<file path="src/rtl/alu_req_arbiter.sv">
// alu_req_arbiter
//   Lets two requesters share one external combinational ALU. Each request
//   moves through three stages: accept (IDLE), execute (EXEC) and respond
//   (RESP). Accepted operands and opcode are held in registers that drive
//   the ALU. The ALU result and flags are registered into a response slot,
//   and that slot holds its value until the consumer takes it.
//
// Ports
//   clk, rst                  clock; synchronous active-high reset
//   req{0,1}_valid/_ready     request handshake (ready is combinational)
//   req{0,1}_a/_b/_op         request operands and ALUControl code
//   alu_a, alu_b, alu_ctrl    to the external ALU (from the op registers)
//   alu_result, alu_flags     from the external ALU, flags = {Z,N,V,C}
//   rsp_valid/_ready          response handshake
//   rsp_id/_result/_flags     registered response payload
//   op_count                  completed responses, wraps at 16 bits
module alu_req_arbiter #(
    parameter int n = 128
) (
    input  logic         clk,
    input  logic         rst,
    input  logic         req0_valid,
    output logic         req0_ready,
    input  logic [n-1:0] req0_a,
    input  logic [n-1:0] req0_b,
    input  logic [3:0]   req0_op,
    input  logic         req1_valid,
    output logic         req1_ready,
    input  logic [n-1:0] req1_a,
    input  logic [n-1:0] req1_b,
    input  logic [3:0]   req1_op,
    output logic [n-1:0] alu_a,
    output logic [n-1:0] alu_b,
    output logic [3:0]   alu_ctrl,
    input  logic [n-1:0] alu_result,
    input  logic [3:0]   alu_flags,
    output logic         rsp_valid,
    input  logic         rsp_ready,
    output logic         rsp_id,
    output logic [n-1:0] rsp_result,
    output logic [3:0]   rsp_flags,
    output logic [15:0]  op_count
);

    typedef enum logic [1:0] {
        IDLE = 2'd0,
        EXEC = 2'd1,
        RESP = 2'd2
    } state_t;

    typedef struct packed {
        logic [n-1:0] a;
        logic [n-1:0] b;
        logic [3:0]   op;
        logic         id;
    } op_t;

    typedef struct packed {
        logic         id;
        logic [n-1:0] result;
        logic [3:0]   flags;
    } rsp_t;

    state_t state_q, state_d;
    logic   last_grant_q;
    op_t    op_q;
    rsp_t   rsp_q;
    logic [15:0] cnt_q;

    logic gnt;
    logic accept;
    op_t  gnt_op;

    // Round-robin arbitration: on a tie, the requester that was not granted
    // last time wins. With only one requester valid, that requester wins.
    always_comb begin
        gnt = 1'b0;
        if (req0_valid && req1_valid) gnt = ~last_grant_q;
        else                          gnt = ~req0_valid;
    end

    always_comb begin
        gnt_op = gnt ? '{a: req1_a, b: req1_b, op: req1_op, id: 1'b1}
                     : '{a: req0_a, b: req0_b, op: req0_op, id: 1'b0};
    end

    always_comb begin
        state_d    = state_q;
        accept     = 1'b0;
        req0_ready = 1'b0;
        req1_ready = 1'b0;
        case (state_q)
            IDLE: begin
                if (req0_valid || req1_valid) begin
                    accept     = 1'b1;
                    req0_ready = ~gnt;
                    req1_ready = gnt;
                    state_d    = EXEC;
                end
            end
            EXEC: state_d = RESP;
            RESP: if (rsp_ready) state_d = IDLE;
            default: state_d = IDLE;
        endcase
    end

    always_ff @(posedge clk) begin
        if (rst) begin
            state_q      <= IDLE;
            last_grant_q <= 1'b1;
            op_q         <= '0;
            rsp_q        <= '0;
            cnt_q        <= '0;
        end else begin
            state_q <= state_d;
            if (accept) begin
                op_q         <= gnt_op;
                last_grant_q <= gnt;
            end
            // The ALU is combinational, so its output is valid by the end of EXEC.
            if (state_q == EXEC)
                rsp_q <= '{id: op_q.id, result: alu_result, flags: alu_flags};
            if (state_q == RESP && rsp_ready)
                cnt_q <= cnt_q + 16'd1;
        end
    end

    assign alu_a      = op_q.a;
    assign alu_b      = op_q.b;
    assign alu_ctrl   = op_q.op;
    assign rsp_valid  = (state_q == RESP);
    assign rsp_id     = rsp_q.id;
    assign rsp_result = rsp_q.result;
    assign rsp_flags  = rsp_q.flags;
    assign op_count   = cnt_q;

endmodule

</file>
<file path="config.mk">
export PLATFORM = sky130hd
export DESIGN_NAME = alu_req_arbiter
export DESIGN_NICKNAME = d
export VERILOG_FILES = /design/src/rtl/alu_req_arbiter.sv
export SDC_FILE = /design/constraint.sdc
export NUM_CORES = 1
export LEC_CHECK = 0
export ABC_AREA = 1
export CORE_AREA = 3 3 418 420
export DETAILED_ROUTE_END_ITERATION = 10
export DIE_AREA = 0 0 421 423
export GPL_TIMING_DRIVEN = 0
export SETUP_SLACK_MARGIN = 0.05
export SYNTH_ARGS = -nofsm -noshare
export SYNTH_HDL_FRONTEND = slang
export SYNTH_SLANG_ARGS = --single-unit
</file>
<file path="constraint.sdc">
create_clock -name clk -period 1.8 [get_ports clk]
set_clock_uncertainty 0.2 [all_clocks]
set_input_delay 0.27 -clock clk [delete_from_list [all_inputs] [get_ports clk]]
set_output_delay 0.27 -clock clk [all_outputs]
set_load 0.1 [all_outputs]
</file>
# == Word level (Yosys, flattened, before mapping) ==
# Cells that the tools add are included.
# op_classes
n_addsub,1
bitwise_logic,3
reduce_logical,5
mux,11
eq_ne,4
# op_table
op,n
2-to-1 mux 261 bit,1
"adder 16 x 1 -> 16 bit, second input constant",1
2-to-1 mux 1 bit,7
case mux 2 bit (3 select lines),1
2-to-1 mux 2 bit,2
inverter 1 bit,3
"== test 2 x 1 -> 1 bit, second input constant",1
"== test 2 bit, second input constant",1
logical AND 1 bit,2
zero test 2 bit,1
"!= test 2 x 1 -> 1 bit, second input constant",1
"!= test 2 bit, second input constant",1
AND reduction 2 bit,1
logical OR 1 bit,1
# word_totals
out_inout_bits,412
elab_cells,34
reg_bits,413
inputBits,657

# == Longest topological paths before layout ==
# depth
word_depth,5
ltp_mapped,9
ltp_nobuf,8

# == Worst setup path after synthesis ==
# OpenSTA, ideal clock, no wires.
# synth_path
path_kind,reg2out
startpoint,register last_grant_q
endpoint,output port req0_ready
n_path_buf,2
t_required_ns,1.330
t_arrival_ns,1.992
setup_slack_ns,-0.662
path_stages_with_launch,5
cell_sequence,dfxtp_1 o21ai_2 buf_6 clkbuf_1 nor2_1
# synth_between
elab_chain_len,5
# synth_lines
element,line_no,rtl
from (decl),65,logic last_grant_q;
from (signal assigned),118,last_grant_q <= gnt;
inverter 1 bit,78,if (req0_valid && req1_valid) gnt = ~last_grant_q;
2-to-1 mux 1 bit,78,
inverter 1 bit,96,req0_ready = ~gnt;
2-to-1 mux 1 bit,94,if (req0_valid || req1_valid) begin
2-to-1 mux 1 bit,92,case (state_q)
to (decl),23,"output logic req0_ready,"
# Every way passes these cells.

# == Final worst setup path ==
# layout_path
startpoint,register last_grant_q
endpoint,output port req1_ready
# layout_between
elab_chain_len,4
# layout_lines
element,line_no,rtl
inverter 1 bit,78,
2-to-1 mux 1 bit,78,
2-to-1 mux 1 bit,94,
2-to-1 mux 1 bit,92,
to (decl),28,"output logic req1_ready,"
# Every way passes these cells.

==> run metrics <==
CTS Buffer Depth=3; largest cells by area after synthesis=dfxtp_1 45%, nand2_1 11%, buf_4 11%; final global-route overflow total=0; Peak VDD IR=about 0.75 mV; total track usage=16.9%; initial DRC count=2155; most used routing layer=met2; Synth Area per Inst=7.53 µm²; cell breakdown of the critical path=o21ai_4 -> buf_12 -> buf_16 -> nand2_8 -> clkinvlp_4 -> buf_12; Pre-Repair DR Iteration Count=6; Starting Density=10.7%; crit path buf inv count=4; vias in the first global route=roughly 25000; Worst path max stage delay=0.33 ns; Data required, critical path=1.33 ns; Worst-path clk slew=0.06 ns; core area=171000 µm²; PortBufs=1067; failing checks=setup timing; vias=25200; Post-route DRC=0; met2 Resource Use GR=~29%; r2r worst-path depth=6; Hold Path Class=in2reg; Area Overhead vs Synth=143%; Crit. Startpoint=last_grant_q; Routed Antenna Nets=0; Tcrit/Tclk final=123%; Top cell by count, worst path=buf_12; most common cell in the synthesized netlist=nand2_1; Post-DP HPWL=roughly 130000 µm; Crit path max-delay family=buffers and inverters; first-pass GRT wire length=around 210000 µm; total negative slack=-47.25 ns; r2r setup slk=-0.36 ns; Syn Std Cell Area=~18000 µm²; worst rel slew slack=42.1%; Row Count=152; die area=approximately 180000 µm²; Seq/Total Area, Yosys=45.1%; CP Class=reg2out; Synth Register Bits=between 400 and 500; FMAX=between 400 and 500 MHz; Reg-to-Reg End=alu_b[58]; PD cells=approximately 1000 nW/µm²; Setup-failing EPs final=328; Synth Instances=2435; Vias/cell=3.92; TritonCTS Buffers=55; post-route setup slack=-0.410 ns; most used flip-flop cell after synthesis=dfxtp_1; CP endpoint=req1_ready; # IOs=1069; drt total wl=~160000 µm; status=complete, but fails checks; dominant cell type by area after synthesis=dfxtp_1; layout cells sized above 1=33.5%; startpoint types=register; Clock Latency Late Sink=0.65 ns; Tmin final=2.21 ns; unique cell type count in the Yosys netlist=26; Pleak=17.8 nW; average wire per standard cell=approximately 25 µm; worst hold start=req1_b[127]; Synth top cells by count=558 x nand2_1, 413 x dfxtp_1, 302 x nor2_1; post-synth top area share=45.1%; Stages on worst setup path=6; Slew Viols, Final=0; critical path capture point type=output pin; clk sinks=between 400 and 500; asr flop ratio synth=0%; r2r startpoint=last_grant_q; synth warn=0; initial antenna violation count=79; root buffer cell=clkbuf_16; routing usage on met1=~18%; nets@finish=between 4000 and 5000; Die H=423 µm; Post-synth EDFFs=0; WHS=between 0.04 and 0.05 ns; CP max stage cell=dfxtp_2; GP Congestion=1.01; Worst EP arrival=1.74 ns; CTS tree=done; largest net degree at the start of global routing=16; Crit Path Max Fanout=3; max cap viols=0; syn_nets=~3100; RSZ-0062 raised after global routing=true; CTS H-Tree Depth=2; met3 usage=roughly 5.6%; Horiz. Die Dim=421 µm; Final Hold Fails=0; worst slew pin tran=0.868 ns
-- where the power goes --
group / switching (mW) / internal [mW] / leakage (nW) / total, mW
Clock: 5.05 / 7.01 / 0.932 / 12.1
Sequential: 0.981 / 10.4 / 3.56 / 11.4
Combinational: 12.4 / 8.15 / 13.3 / 20.6
Total: 18.5 / 25.6 / 17.8 / 44.0
-- worst reg2reg max path, stage by stage (launching register included) --
cell     delay, ns
dfxtp_2       0.35
o21ai_4       0.08
inv_2         0.32
buf_2         0.40
buf_2         0.32
nand2_1       0.22
a31oi_1       0.18
-- sequential cells by signal, indices dropped and copies added, names as in the netlist --
name / count
rsp_id: 1
rsp_result: 128
alu_ctrl: 4
rsp_flags: 4
last_grant_q: 1
alu_a: 128
state_q: 2
op_count: 16
op_q: 1
alu_b: 128
-- placed cells by master (no fill, tap or decap), types with 4 or more instances in the layout --
| cell | count |
|---|---|
| bufinv_16 | 6 |
| buf_4 | 83 |
| nor2_2 | 5 |
| diode_2 | 33 |
| dlygate4sd3_1 | 448 |
| clkbuf_8 | 13 |
| nand2_2 | 10 |
| nand2_1 | 547 |
| inv_6 | 5 |
| dfxtp_2 | 371 |
| dfxtp_1 | 4 |
| nand4_1 | 4 |
| o21ai_1 | 159 |
| clkbuf_2 | 22 |
| clkinv_2 | 5 |
| clkbuf_4 | 12 |
| a31oi_1 | 260 |
| clkinvlp_4 | 7 |
| buf_8 | 6 |
| buf_12 | 414 |
| a21oi_1 | 8 |
| clkbuf_16 | 55 |
| clkdlybuf4s50_1 | 655 |
| nor2_4 | 4 |
| buf_6 | 251 |
| nand3_1 | 13 |
| clkbuf_1 | 62 |
| inv_1 | 18 |
| dfxtp_4 | 38 |
| buf_2 | 47 |
| nor2_1 | 294 |
| o21ai_0 | 237 |
| inv_2 | 4 |
-- routing by layer --
metal	vias up	share of wire [%]
met3	394	9.3
li1	11200	-
met4	32	6.1
met2	1454	49
met5	-	0.13
met1	12100	36
-- stage by stage --
stage                     power (mW)  worst slack (ns)  instances  area (µm²)  utilization [%]
after detailed placement        27.3             -1.80       5812       31900             18.6
after global placement          27.3             -1.79       5812       32000             18.6
after CTS                       44.2            -0.506       6392       44300             25.9
after floorplan                 21.6            0.0504       2435       18400                -
after global routing            45.4            -0.505       6415       44500             26.0
final                           44.0            -0.410       6427       44600             26.0
-- worst min path at each step --
stage | end | slack, ns | cells past startpoint
finish | alu_b[127] | 0.05 | 3
global route | alu_b[44] | 0.03 | 3
CTS | alu_b[61] | 0.000004 | 3
detailed placement | op_count[3] | 0.25 | 1
global placement | op_count[3] | 0.24 | 1
floorplan | rsp_flags[3] | 0.20 | 2
-- area by class of cell --
cell class,count,area [µm²]
Inverter,25,103
Buffer,421,3810
Clock inverter,27,364
Multi-Input combinational cell,1549,7140
Clock buffer,74,1570
Fill cell,17900,127000
Timing Repair Buffer,1575,19700
Tap cell,2310,2890
Sequential cell,413,8870
Antenna cell,33,82.6
-- timing repair --
action | in CTS | in global routing
buffers inserted | 58 | 2
pin swaps | 4 | 1
endpoints found under the hold margin | 351 | 0
hold buffers | 448 | 0
cloned | 0 | 0
gates resized for setup | 4418 | 74
setup endpoints to repair | 755 | 663
-- cells by family (layout without fill, tap and decap cells) --
logic type	count (synthesis)	after routing	share of synthesized area [%]
other	0	33	0
buffers and inverters	473	2122	16.5
AOI/OAI and AO/OA	665	665	19.9
DFF	413	413	45.1
and+or+nand+nor	882	882	18.4
xor gates and xnor gates	1	1	0.0478
adders and majority gates	1	1	0.0682
Note: power is estimated with default switching activity, not from simulation.
